[src/rtl/bar1_wr_arbiter.sv]
// Round-robin arbiter that shares the single BAR1 register write port
// between three requesters (BAR0 controller, DMA completion, interrupt path).
// A grant issues one write strobe plus ack, then holds until BAR1 finishes
// its read-modify-write or a busy timeout abandons it.
module bar1_wr_arbiter #(
    parameter int NREQ    = 3,
    parameter int TIMEOUT = 255,
    parameter int TW      = 8
) (
    input  logic                clk,
    input  logic                rst_n,
    input  logic [NREQ-1:0]     wr_en_i,
    input  logic [7*NREQ-1:0]   addr_i,
    input  logic [4*NREQ-1:0]   be_i,
    input  logic [32*NREQ-1:0]  d_i,
    output logic [NREQ-1:0]     ack_n_o,
    output logic                arbiter_busy_o,
    output logic                bar1_wr_en_o,
    output logic [6:0]          bar1_addr_o,
    output logic [3:0]          bar1_wr_be_o,
    output logic [31:0]         bar1_wr_d_o,
    input  logic                bar1_wr_busy_i,
    output logic                timeout_err_o,
    output logic [1:0]          grant_id_o
);

    // One-hot state encoding.
    localparam logic [2:0] S_IDLE  = 3'b001;
    localparam logic [2:0] S_WRITE = 3'b010;
    localparam logic [2:0] S_HOLD  = 3'b100;

    logic [2:0]      state_q, state_d;
    logic [TW-1:0]   cnt_q, cnt_d;
    logic            first_hold_q, first_hold_d;
    logic            wr_en_q, wr_en_d;
    logic [6:0]      addr_q, addr_d;
    logic [3:0]      be_q, be_d;
    logic [31:0]     data_q, data_d;
    logic [NREQ-1:0] ack_n_q, ack_n_d;
    logic            busy_q, busy_d;
    logic            err_q, err_d;
    logic [1:0]      grant_q, grant_d;

    logic            win_found;
    logic [1:0]      win_idx;
    logic [2:0]      cand;

    // Round-robin pick: first asserted request scanning from last grant + 1.
    always_comb begin
        win_found = 1'b0;
        win_idx   = 2'd0;
        cand      = 3'd0;
        for (int i = 1; i <= NREQ; i++) begin
            cand = {1'b0, grant_q} + 3'(i);
            if (cand >= 3'(NREQ)) begin
                cand = cand - 3'(NREQ);
            end
            if (!win_found && wr_en_i[cand[1:0]]) begin
                win_found = 1'b1;
                win_idx   = cand[1:0];
            end
        end
    end

    // Next-state and next-output computation for the grant FSM.
    always_comb begin
        // NOTE: every _d starts from a default so no path through this block leaves a signal unassigned, which would infer a latch.
        state_d      = state_q;
        cnt_d        = cnt_q;
        first_hold_d = first_hold_q;
        wr_en_d      = 1'b0;
        ack_n_d      = '1;
        busy_d       = busy_q;
        addr_d       = addr_q;
        be_d         = be_q;
        data_d       = data_q;
        err_d        = err_q;
        grant_d      = grant_q;

        case (state_q)
            S_IDLE: begin
                busy_d = 1'b0;
                if (win_found && !bar1_wr_busy_i) begin
                    state_d = S_WRITE;
                    wr_en_d = 1'b1;
                    ack_n_d = ~(NREQ'(1) << win_idx);
                    busy_d  = 1'b1;
                    addr_d  = addr_i[7*int'(win_idx) +: 7];
                    be_d    = be_i[4*int'(win_idx) +: 4];
                    data_d  = d_i[32*int'(win_idx) +: 32];
                    grant_d = win_idx;
                end
            end

            S_WRITE: begin
                state_d      = S_HOLD;
                cnt_d        = '0;
                first_hold_d = 1'b1;
                busy_d       = 1'b1;
            end

            S_HOLD: begin
                first_hold_d = 1'b0;
                // BAR1 raises busy one cycle after the strobe, so the first
                // HOLD cycle never looks at it.
                if (!first_hold_q) begin
                    if (!bar1_wr_busy_i) begin
                        state_d = S_IDLE;
                        busy_d  = 1'b0;
                    end else if (cnt_q == TW'(TIMEOUT)) begin
                        state_d = S_IDLE;
                        busy_d  = 1'b0;
                        err_d   = 1'b1;
                    end else begin
                        cnt_d = cnt_q + 1'b1;
                    end
                end
            end

            default: begin
                state_d = S_IDLE;
                busy_d  = 1'b0;
            end
        endcase
    end

    // State and output registers with synchronous active-low reset.
    always_ff @(posedge clk) begin
        // NOTE: the reset is sampled only on the clock edge, and every register, output data included, returns to a defined value.
        if (!rst_n) begin
            state_q      <= S_IDLE;
            cnt_q        <= '0;
            first_hold_q <= 1'b0;
            wr_en_q      <= 1'b0;
            addr_q       <= '0;
            be_q         <= '0;
            data_q       <= '0;
            ack_n_q      <= '1;
            busy_q       <= 1'b0;
            err_q        <= 1'b0;
            grant_q      <= 2'(NREQ - 1);
        end else begin
            // NOTE: non-blocking assignments so every register updates from pre-edge values.
            state_q      <= state_d;
            cnt_q        <= cnt_d;
            first_hold_q <= first_hold_d;
            wr_en_q      <= wr_en_d;
            addr_q       <= addr_d;
            be_q         <= be_d;
            data_q       <= data_d;
            ack_n_q      <= ack_n_d;
            busy_q       <= busy_d;
            err_q        <= err_d;
            grant_q      <= grant_d;
        end
    end

    assign bar1_wr_en_o   = wr_en_q;
    assign bar1_addr_o    = addr_q;
    assign bar1_wr_be_o   = be_q;
    assign bar1_wr_d_o    = data_q;
    assign ack_n_o        = ack_n_q;
    assign arbiter_busy_o = busy_q;
    assign timeout_err_o  = err_q;
    assign grant_id_o     = grant_q;

endmodule

[config.mk]
export PLATFORM = sky130hd
export DESIGN_NAME = bar1_wr_arbiter
export DESIGN_NICKNAME = d
export VERILOG_FILES = /design/src/rtl/bar1_wr_arbiter.sv
export SDC_FILE = /design/constraint.sdc
export NUM_CORES = 1
export LEC_CHECK = 0
export BUFFER_PORTS_ARGS = -buffer_cell sky130_fd_sc_hd__buf_4
export CORE_MARGIN = 2
export CORE_UTILIZATION = 45
export DETAILED_ROUTE_END_ITERATION = 10
export GPL_ROUTABILITY_DRIVEN = 0
export PLACE_DENSITY_LB_ADDON = 0.2
export SLEW_MARGIN = 0
export SYNTH_ARGS = -nofsm -noshare
export SYNTH_HDL_FRONTEND = slang
export SYNTH_SLANG_ARGS = --single-unit
[constraint.sdc]
create_clock -name clk -period 4.3 [get_ports clk]
set_input_delay 0.43 -clock clk [delete_from_list [all_inputs] [get_ports clk]]
set_output_delay 0.43 -clock clk [all_outputs]
set_load 0.02 [all_outputs]
# Word-level counts from Yosys, hierarchy flattened
# Index checks and enable logic that the tools add are counted.
totals:
  reg_bits: 63
  wordCells: 84
classes:
  addsub: 7
  mul: 1
  n_lt_le_gt_ge: 6
  n_eq_ne: 9
  n_shift: 4
  n_mux: 30
  n_bitwise: 2
  n_reduce_logical: 14
ops:
  columns: ["op", "n"]
  rows:
  - ["96-bit by 8-bit variable part select with 32-bit output", 1]
  - ["8-bit two-way mux", 3]
  - ["21-bit by 6-bit variable part select with 7-bit output", 1]
  - ["8-bit case mux with 2 select lines", 1]
  - ["2-bit two-way mux", 6]
  - ["3-bit two-way mux", 4]
  - ["12-bit by 5-bit variable part select with 4-bit output", 1]
  - ["1-bit two-way mux", 10]
  - ["3-bit by 2-bit >= comparator with 1-bit output (second input constant)", 3]
  - ["2-bit by 3-bit less-than comparator with 1-bit output (second input constant)", 3]
  - ["3-bit case mux with 3 select lines", 1]
  - ["8-bit by 1-bit adder with 8-bit output (second input constant)", 1]
  - ["8-bit == test (second input constant)", 1]
  - ["2-bit inequality test (second input constant)", 4]
  - ["4-bit AND reduction", 2]
  - ["2-bit by 2-bit adder with 3-bit output (second input constant)", 2]
  - ["1-bit binary-select mux with 2-bit select", 3]
  - ["2-bit AND reduction", 3]
  - ["3-bit AND reduction", 2]
  - ["2-bit subtractor (second input constant)", 3]
  - ["3-bit by 2-bit multiplier with 5-bit output (first input constant)", 1]
  - ["2-bit by 1-bit adder with 3-bit output (second input constant)", 1]
  - ["3-bit by 1-bit == test with 1-bit output (second input constant)", 1]
  - ["3-bit by 2-bit == test with 1-bit output (second input constant)", 1]
  - ["other kinds (10)", 14]

# Depth between registers and ports, before layout
# Gate-level depths: netlist of run 1.
logic_depth:
  ltp_word: 15
  mapped_depth: 11

# Worst setup path before layout of run 1
# No wires, ideal clock.
synth_timing:
  kind: "reg-to-reg"
  startpoint: "reg grant_q[0] (netlist: grant_id_o[0])"
  endpoint: "reg data_q[14] (netlist: bar1_wr_d_o[14])"
  setup_time_ns: 0.137
  t_arrival_ns: 2.397
  setup_slack_ns: 1.766
  path_stages_with_launch: 11
  path_buffers: 3
  synth_period_minus_slack_ns: 2.534
  cell_sequence: "dfxtp_1 -> inv_1 -> ha_1 -> buf_2 -> mux2_1 -> a222oi_1 -> a21oi_1 -> buf_2 -> buf_2 -> o21ai_0 -> a31oi_1"
synth_via:
  elab_chain_len: 14
  word_cells_on_any_way: 31
  classes_between: "6 x add/sub; 3 x order compare; 1 x shift; 15 x mux; 6 x reduce/logical"
synth_rtl:
  columns: ["element", "line", "text"]
  rows:
  - ["start, declared", "42", "logic [1:0] grant_q, grant_d;"]
  - ["start signal, assigned", "141", "grant_q <= 2'(NREQ - 1);"]
  - ["start signal, assigned", "154", "grant_q <= grant_d;"]
  - ["branches (longest 14 deep; another with 2-bit by 1-bit adder with 3-bit output)", null, null]
  - ["end signal, assigned", "150", "data_q <= data_d;"]
  - ["end, declared", "38", "logic [31:0] data_q, data_d;"]
# Several ways; the timed one is not identified. The select of a mux whose other input is x is not followed.
# A chain may end at the register's enable or synchronous reset.

# Worst setup path after layout of run 1
layout_timing:
  startpoint: "reg grant_q[0] (netlist: grant_id_o[0])"
  endpoint: "reg grant_q[0] (netlist: grant_id_o[0])"
layout_via:
  elab_chain_len: 14
  word_cells_on_any_way: 30
  classes_between: "6 x add/sub; 3 x order compare; 15 x mux; 6 x reduce/logical"
layout_rtl:
  columns: ["element", "line", "text"]
  rows:
  - ["2-bit by 1-bit adder with 3-bit output", "54", "cand = {1'b0, grant_q} + 3'(i);"]
  - ["3-bit by 2-bit >= comparator with 1-bit output / 2-bit subtractor (equally long branches)", "55, 56", null]
  - ["2-bit two-way mux", "55", "if (cand >= 3'(NREQ)) begin"]
  - ["1-bit binary-select mux with 2-bit select", "58", "if (!win_found && wr_en_i[cand[1:0]]) begin"]
  - ["1-bit two-way mux (implied by the code)", "58", null]
  - ["1-bit two-way mux", "58", null]
  - ["1-bit zero test", "58", null]
  - ["1-bit logical AND", "58", null]
  - ["1-bit two-way mux", "58", null]
  - ["1-bit zero test", "58", null]
  - ["1-bit logical AND", "58", null]
  - ["1-bit two-way mux", "58", null]
  - ["1-bit logical AND", "83", "if (win_found && !bar1_wr_busy_i) begin"]
  - ["2-bit AND reduction (no line)", null, null]
# Several ways; a longest one is shown, not always the timed one. The select of a mux whose other input is x is not followed.

==> results of run 1 <==
==> final timing paths <==
| path | slack, ns | start | cells after the start | end |
|---|---|---|---|---|
| min | 0.39 | addr_i[9] | 3 | bar1_addr_o[2] |
| max reg2reg | 1.05 | grant_id_o[0] | 8 | grant_id_o[0] |
| min reg2reg | 0.49 | timeout_err_o | 1 | timeout_err_o |
| max | 1.05 | grant_id_o[0] | 8 | grant_id_o[0] |
==> worst reg2reg max path, cell delays in order (launching register included) <==
cell      delay, ns
dfxtp_1        0.44
inv_1          0.15
ha_1           0.64
mux2_1         0.38
a222oi_1       0.60
a21oi_4        0.29
buf_4          0.30
mux2i_1        0.14
and2_1         0.20
==> area by class of cell <==
type                       instances  area, µm²
tap                              102        128
multi-input combinational        279       1980
inverter                           7       26.3
timing repair buffer             193       1450
clock buffer                      12        165
sequential                        63       1260
clock inverter                     3       17.5
fill                             671       2620
==> logic make-up (layout without fill, tap and decap cells) <==
kind of cell	count (synthesis)	count (layout)	share of synthesized area, %
AOI/OAI and AO/OA	210	210	41.9
DFF	63	63	35.7
buffers and inverters	54	215	8.68
and+or+nand+nor	53	53	8.82
xor gates and xnor gates	6	6	1.49
adders and majority gates	5	5	1.77
muxes	5	5	1.66
==> sequential cells by signal (all words and copies together), names as in the netlist <==
name,flops
bar1_wr_d_o,32
cnt_q,8
bar1_addr_o,7
bar1_wr_be_o,4
ack_n_o,3
state_q,3
grant_id_o,2
arbiter_busy_o,1
bar1_wr_en_o,1
first_hold_q,1
timeout_err_o,1
==> placed cells by master, fill, tap and decap left out, types with 3 or more instances in the layout <==
| cell | n |
|---|---|
| dfxtp_1 | 63 |
| buf_4 | 193 |
| a22o_1 | 3 |
| mux2_1 | 3 |
| nor2b_1 | 8 |
| inv_1 | 6 |
| o211ai_1 | 45 |
| nor2_1 | 8 |
| and2_1 | 3 |
| a32oi_1 | 44 |
| a21oi_1 | 4 |
| nand2b_1 | 3 |
| o21ai_0 | 46 |
| a211oi_1 | 3 |
| nand3_1 | 8 |
| nor3b_1 | 3 |
| ha_1 | 5 |
| nand2_1 | 10 |
| a2111oi_0 | 4 |
| clkbuf_8 | 12 |
| xnor2_1 | 6 |
| a31oi_1 | 44 |
==> metrics by stage <==
stage          setup slack [ns]  power (µW)
2_1_floorplan              1.77        1710
3_3_place_gp               1.30        2060
3_5_place_dp               1.16        2080
4_1_cts                    1.11        2570
5_1_grt                   0.812        2720
6_report                   1.05        2560
==> power by group through the flow <==
stage / clock, µW / combinational (µW) / sequential, µW
2_1_floorplan: 0 / 813 / 894
3_3_place_gp: 0 / 1290 / 771
3_5_place_dp: 0 / 1310 / 772
4_1_cts: 489 / 1320 / 762
5_1_grt: 521 / 1420 / 776
6_report: 481 / 1320 / 763
==> per-layer routing <==
layer | up-vias | part of all wire [%] | track usage, %
li1 | 1906 | - | -
met1 | 1860 | 39 | 31.5
met2 | 161 | 51 | 44.2
met3 | 15 | 7.8 | 7.89
met4 | 0 | 1.4 | 7.21
met5 | - | 0 | 0
==> results by group, run 1 <==
Finish
  • Nets: 693
  • Design Area, Final: a little over 5000 µm²
  • Layout Cells excl Fill: ~660
  • Synth-to-layout area growth: 42.4%
  • Final Util: between 60 and 70%
  • Share of cells above drive strength 1: between 30% and 40%
  • Antenna cells: 0

Clock tree
  • CTS sink cnt: between 60 and 70
  • Hold_buf cts: 0
  • PostCTS Resize Cnt: 0
  • Htree depth: 3
  • Clock slew at reported path FFs: roughly 0.080 ns
  • Worst-Skew Late Latency: 0.33 ns
  • Root buf cell: clkbuf_8
  • Postcts setup bufs: 0
  • CTS tree: done
  • CTS Buf Count: 9
  • CTS Buffer Depth: 2

STA
  • Worst hold slack: 0.390 ns
  • Shortest period the worst path allows: about 3.2 ns
  • Clk_skew: roughly 0.0095 ns
  • Max Fclk: just over 0.3 GHz
  • Worst-margin pin slew: 0.859 ns
  • RSZ-0062 raised after global routing: false
  • Fin. Hold Viols: 0
  • Max_slew headroom: roughly 43%
  • Setup tns final: 0 ns
  • Final setup viols: 0
  • Final max-slew violation count: 0
  • Final period util: around 76%

GRT
  • Remaining Overflow, GRT: 0
  • First-pass GRT wire length: between 15 and 20 mm
  • Largest net degree at the start of global routing: between 50 and 60
  • Antenna violations before repair: 0
  • Vias in the first global route: roughly 3600
  • All-Layer GR Usage: between 20% and 30%

Logic synthesis
  • Share of Yosys cell area claimed by the top area cell type: 35.7%
  • Yosys top cell by area: dfxtp_1
  • Avg Cell Area, Syn: ~8.9 µm²
  • Post-Syn Nets: approximately 540
  • YS warnings: 0
  • Mapped Cells: between 300 and 400
  • Flops & latches, synth: 63
  • Fraction of registers with async set/reset: 0%
  • Number of synthesized flops with an enable pin: 0
  • Register area share after synthesis: between 30% and 40%
  • Post-synthesis cell type count: between 50 and 60
  • Dominant synthesized flop cell: dfxtp_1
  • Netlist Area Pre-Place: approximately 3500 µm²
  • Top post-synthesis cells by area: dfxtp_1 (36%), a32oi_1 (11%), o211ai_1 (9.6%)
  • Most frequent cells after synthesis: dfxtp_1 (63), o21ai_0 (46), o211ai_1 (45)
  • Top-count cell post-synth: dfxtp_1

Worst setup path
  • Worst-path cell with the longest stage delay: ha_1
  • Crit path DAT: 3.48 ns
  • Critical Path Source Type: flip-flop
  • Crit Path Max Fanout: 30
  • CP Cell Sequence: inv_1, ha_1, mux2_1, a222oi_1, a21oi_4, buf_4, mux2i_1, and2_1
  • WP data required: roughly 4.5 ns
  • Worst path bufs/invs: 2
  • Setup CP Type: flip-flop to flip-flop
  • Worst Setup End Kind: flip-flop
  • Delay-heaviest family, CP: compound AO/OA/AOI/OAI gates
  • CP peak stage delay: roughly 0.64 ns

Detailed routing
  • Starting DRT DRC Count: 188
  • Drt drc: 0
  • Wire per inst: around 17 µm
  • Vias post-DR: about 3900
  • Via-to-Cell Ratio: 5.98
  • Drt total wl: 11.4 mm
  • Initial DRT Pass Iterations: 6
  • Final ANT Viol Nets: 0

Min path
  • HP Class: input pin to flip-flop

Die
  • Initial Util: roughly 46%
  • I/O Pins: between 150 and 200
  • DIE HEIGHT: about 90 µm
  • Core ar.: between 7000 and 8000 µm²
  • Die area: around 8600 µm²
  • Row count: 32
  • Die extent in x: just over 90 µm

Place
  • I/O Buffers: 185
  • DP Area: just under 5000 µm²
  • Placed cells: 644
  • DP HPWL: ~8 mm

Pwr
  • VDD IR max: 0.245 mV
  • P_int: about 1500 µW
  • Sw Share: 43.2%
  • Switch Pwr: between 1000 and 1500 µW
  • Clock Power Share: roughly a fifth
  • Gate power share: between 50 and 60%
  • Pwr/cell area: roughly 510 nW/µm²
  • Register share of total power: between 20% and 30%
  • Leakage: 0.00201 µW

Status
  • Run status: finished clean

Flow run
  • Max_cap viols: 0
Power figures use the tool's default switching activity.
==> inputs of run 2 (changes only) <==
--- a/config.mk
+++ b/config.mk
@@ -5,9 +5,10 @@
 export SDC_FILE = /design/constraint.sdc
 export NUM_CORES = 1
 export LEC_CHECK = 0
+export ABC_AREA = 1
 export BUFFER_PORTS_ARGS = -buffer_cell sky130_fd_sc_hd__buf_4
 export CORE_MARGIN = 2
-export CORE_UTILIZATION = 45
+export CORE_UTILIZATION = 41
 export DETAILED_ROUTE_END_ITERATION = 10
 export GPL_ROUTABILITY_DRIVEN = 0
 export PLACE_DENSITY_LB_ADDON = 0.2
==> constraint.sdc (replaced) <==
create_clock -name clk -period 2.8 [get_ports clk]
set_input_delay 0.28 -clock clk [delete_from_list [all_inputs] [get_ports clk]]
set_output_delay 0.28 -clock clk [all_outputs]
set_load 0.02 [all_outputs]
==> run 2 against run 1 <==
  * Utilization is 4.2 points lower
  * Non-clock buffer count shrank 1
  * Fmax is 33% higher
  * Die area is 9.7% higher
  * Final area grew 1.5%
  * Combinational power grew to 3.3 times the previous value
  * Via count is 8.7% higher
  * Clock-buffer cell count unchanged
  * First-iteration DRC count decreased by 23%
  * Power rose by 150%
  * Final cell count is 25% higher
  * Highest routed layer unchanged
==> results by group, run 2 <==
Status
  • Run status: finished clean

Detailed routing
  • Via-to-Cell Ratio: between 5 and 6
  • Final ANT Viol Nets: 0
  • Initial DRT Pass Iterations: 4
  • Drt drc: 0
  • Vias post-DR: 4286
  • Starting DRT DRC Count: 144
  • Wire per inst: 14.8 µm
  • Drt total wl: around 12 mm

Logic synthesis
  • Most frequent cells after synthesis: nand2_1 (172), a21oi_1 (97), dfxtp_1 (63)
  • Flops & latches, synth: 63
  • Share of Yosys cell area claimed by the top area cell type: a little over a third
  • Post-Syn Nets: just under 700
  • Post-synthesis cell type count: 26
  • Dominant synthesized flop cell: dfxtp_1
  • Register area share after synthesis: 35.6%
  • Fraction of registers with async set/reset: 0%
  • Yosys top cell by area: dfxtp_1
  • Mapped Cells: 547
  • Avg Cell Area, Syn: about 6.5 µm²
  • Top post-synthesis cells by area: dfxtp_1 (36%), nand2_1 (18%), a21oi_1 (14%)
  • Top-count cell post-synth: nand2_1
  • YS warnings: 0
  • Netlist Area Pre-Place: approximately 3500 µm²
  • Number of synthesized flops with an enable pin: 0

Finish
  • Most common cell after layout, fill and taps aside: buf_4
  • Commonest non-fill, non-tap cells in the layout: buf_4 (191), nand2_1 (172), a21oi_1 (97)
  • Nets: roughly 850
  • Antenna cells: 0
  • Design Area, Final: 5110 µm²
  • Largest register FFs: 32
  • Final Util: roughly 60%
  • Synth-to-layout area growth: 44.1%
  • Share of cells above drive strength 1: 30.4%

Place
  • DP HPWL: between 8 and 9 mm
  • I/O Buffers: approximately 190
  • DP Area: between 4000 and 5000 µm²

Worst setup path
  • R2r startpoint: grant_id_o[1]
  • Setup CP Type: flip-flop to flip-flop
  • Critical Path Source Type: flip-flop
  • Most Frequent Cell on Critical Path: nand2_1
  • Worst Setup End Kind: flip-flop
  • Worst-path cell with the longest stage delay: ha_1
  • CP Cell Sequence: inv_1, ha_1, inv_2, o21ai_0, nand2_1, nand2_1, nor2_4, nand2_4, buf_4, nand3_1, nand2_1, nand2_1, a21oi_1
  • Crit path DAT: 2.69 ns
  • Crit Path Max Fanout: 25
  • Delay-heaviest family, CP: simple AND/OR/NAND/NOR gates
  • CP peak stage delay: roughly 0.43 ns
  • Worst path bufs/invs: 3
  • Worst Setup SP: grant_id_o[1]
  • WP data required: around 3.0 ns

Clock tree
  • CTS sink cnt: 63
  • CTS Buffer Depth: 2
  • Worst-Skew Late Latency: 0.32 ns
  • CTS tree: done
  • Clock slew at reported path FFs: ~0.07 ns
  • CTS Buf Count: 9
  • Root buf cell: clkbuf_8
  • Htree depth: 3

STA
  • Clk_skew: about 0.0085 ns
  • Worst-margin pin slew: between 0.7 and 0.8 ns
  • Max_slew headroom: between 50% and 60%
  • Final setup viols: 0
  • Final max-slew violation count: 0
  • Setup tns final: 0 ns
  • Fin. Hold Viols: 0
  • Max Fclk: a little over 0.4 GHz
  • Final period util: 87.3%
  • Shortest period the worst path allows: around 2.4 ns
  • RSZ-0062 raised after global routing: false

Die
  • DIE HEIGHT: 97.0 µm
  • Row count: 33
  • Core ar.: ~8300 µm²
  • Die extent in x: ~97 µm
  • Initial Util: a little over two fifths
  • I/O Pins: between 150 and 200
  • Die area: approximately 9400 µm²

Flow run
  • Max_cap viols: 0

GRT
  • First-pass GRT wire length: about 20 mm
  • Antenna violations before repair: 0
  • Vias in the first global route: roughly 4300
  • Remaining Overflow, GRT: 0
  • Largest net degree at the start of global routing: 49
  • All-Layer GR Usage: 25.5%

Pwr
  • VDD IR max: between 1 and 1.5 mV
  • Pwr/cell area: around 1200 nW/µm²
  • Overall Power: roughly 6400 µW
  • Leakage: 0.00266 µW

Min path
  • HP Class: input pin to flip-flop
  • Hold Path Origin: d_i[78]
## run 2: cell count changes after synthesis, sizes merged, moves of 42 or more
cell    delta
a21oi     +92
o211ai    -45
nand3     +49
a32oi     -44
nand2    +166
a31oi     -42
## run 2: path summary, 6_finish.rpt
path                endpoint  slack, ns  depth (start not counted)
max          bar1_wr_d_o[29]       0.36                         13
min          bar1_wr_d_o[14]       0.24                          3
max reg2reg  bar1_wr_d_o[29]       0.36                         13
min reg2reg     first_hold_q       0.48                          2
## run 2: cell families after synthesis
kind of cell | count (synthesis) | synth area share [%]
AND/OR/NAND/NOR | 256 | 30.6
AO/OA/AOI/OAI | 151 | 21.5
buffers and inverters | 68 | 9.57
flip-flops | 63 | 35.6
adder cells (fa/ha/maj) | 5 | 1.77
XOR/XNOR | 4 | 0.989
## run 2: final cells by class
cell class,instances,area [µm²]
Clock buffer,12,145
Clock inverter,4,45.0
Fill cell,820,3190
Inverter,31,119
Multi-Input combinational cell,416,1950
Sequential cell,63,1260
Tap cell,105,131
Timing Repair Buffer,192,1450
## run 2: repair_timing
| action | 4_1_cts | 5_1_grt |
|---|---|---|
| setup buffers | 0 | 0 |
| gates resized for setup | 0 | 1 |
| hold buffers | 0 | 0 |
| setup endpoints to repair | 0 | 15 |
## run 2: stage by stage
| step | hold slack [ns] | cells | worst slack [ns] |
|---|---|---|---|
| global placement | 0.451 | 807 | 0.423 |
| global route | 0.246 | 823 | 0.0970 |
| detailed placement | 0.462 | 807 | 0.269 |
| finish | 0.240 | 823 | 0.355 |
| floorplan | 0.441 | 547 | 0.558 |
| CTS | 0.230 | 823 | 0.255 |
## run 2: power by group
part | internal (µW) | total (µW) | switching (µW)
combinational | 1450 | 4310 | 2860
sequential | 1150 | 1290 | 133
clock | 432 | 774 | 342
## run 2: worst min-delay path: cells and delay by family
family / cells / cell delay (ns)
compound gates: 2 / 0.17
buf+inv: 1 / 0.08
## run 2: metal layers
metal	GRT usage, %	vias up	share of wire (%)
li1	-	2137	-
met1	30.1	1960	41
met2	43.9	164	49
met3	6.65	25	7.4
met5	0	-	0
met4	9.86	0	2.4
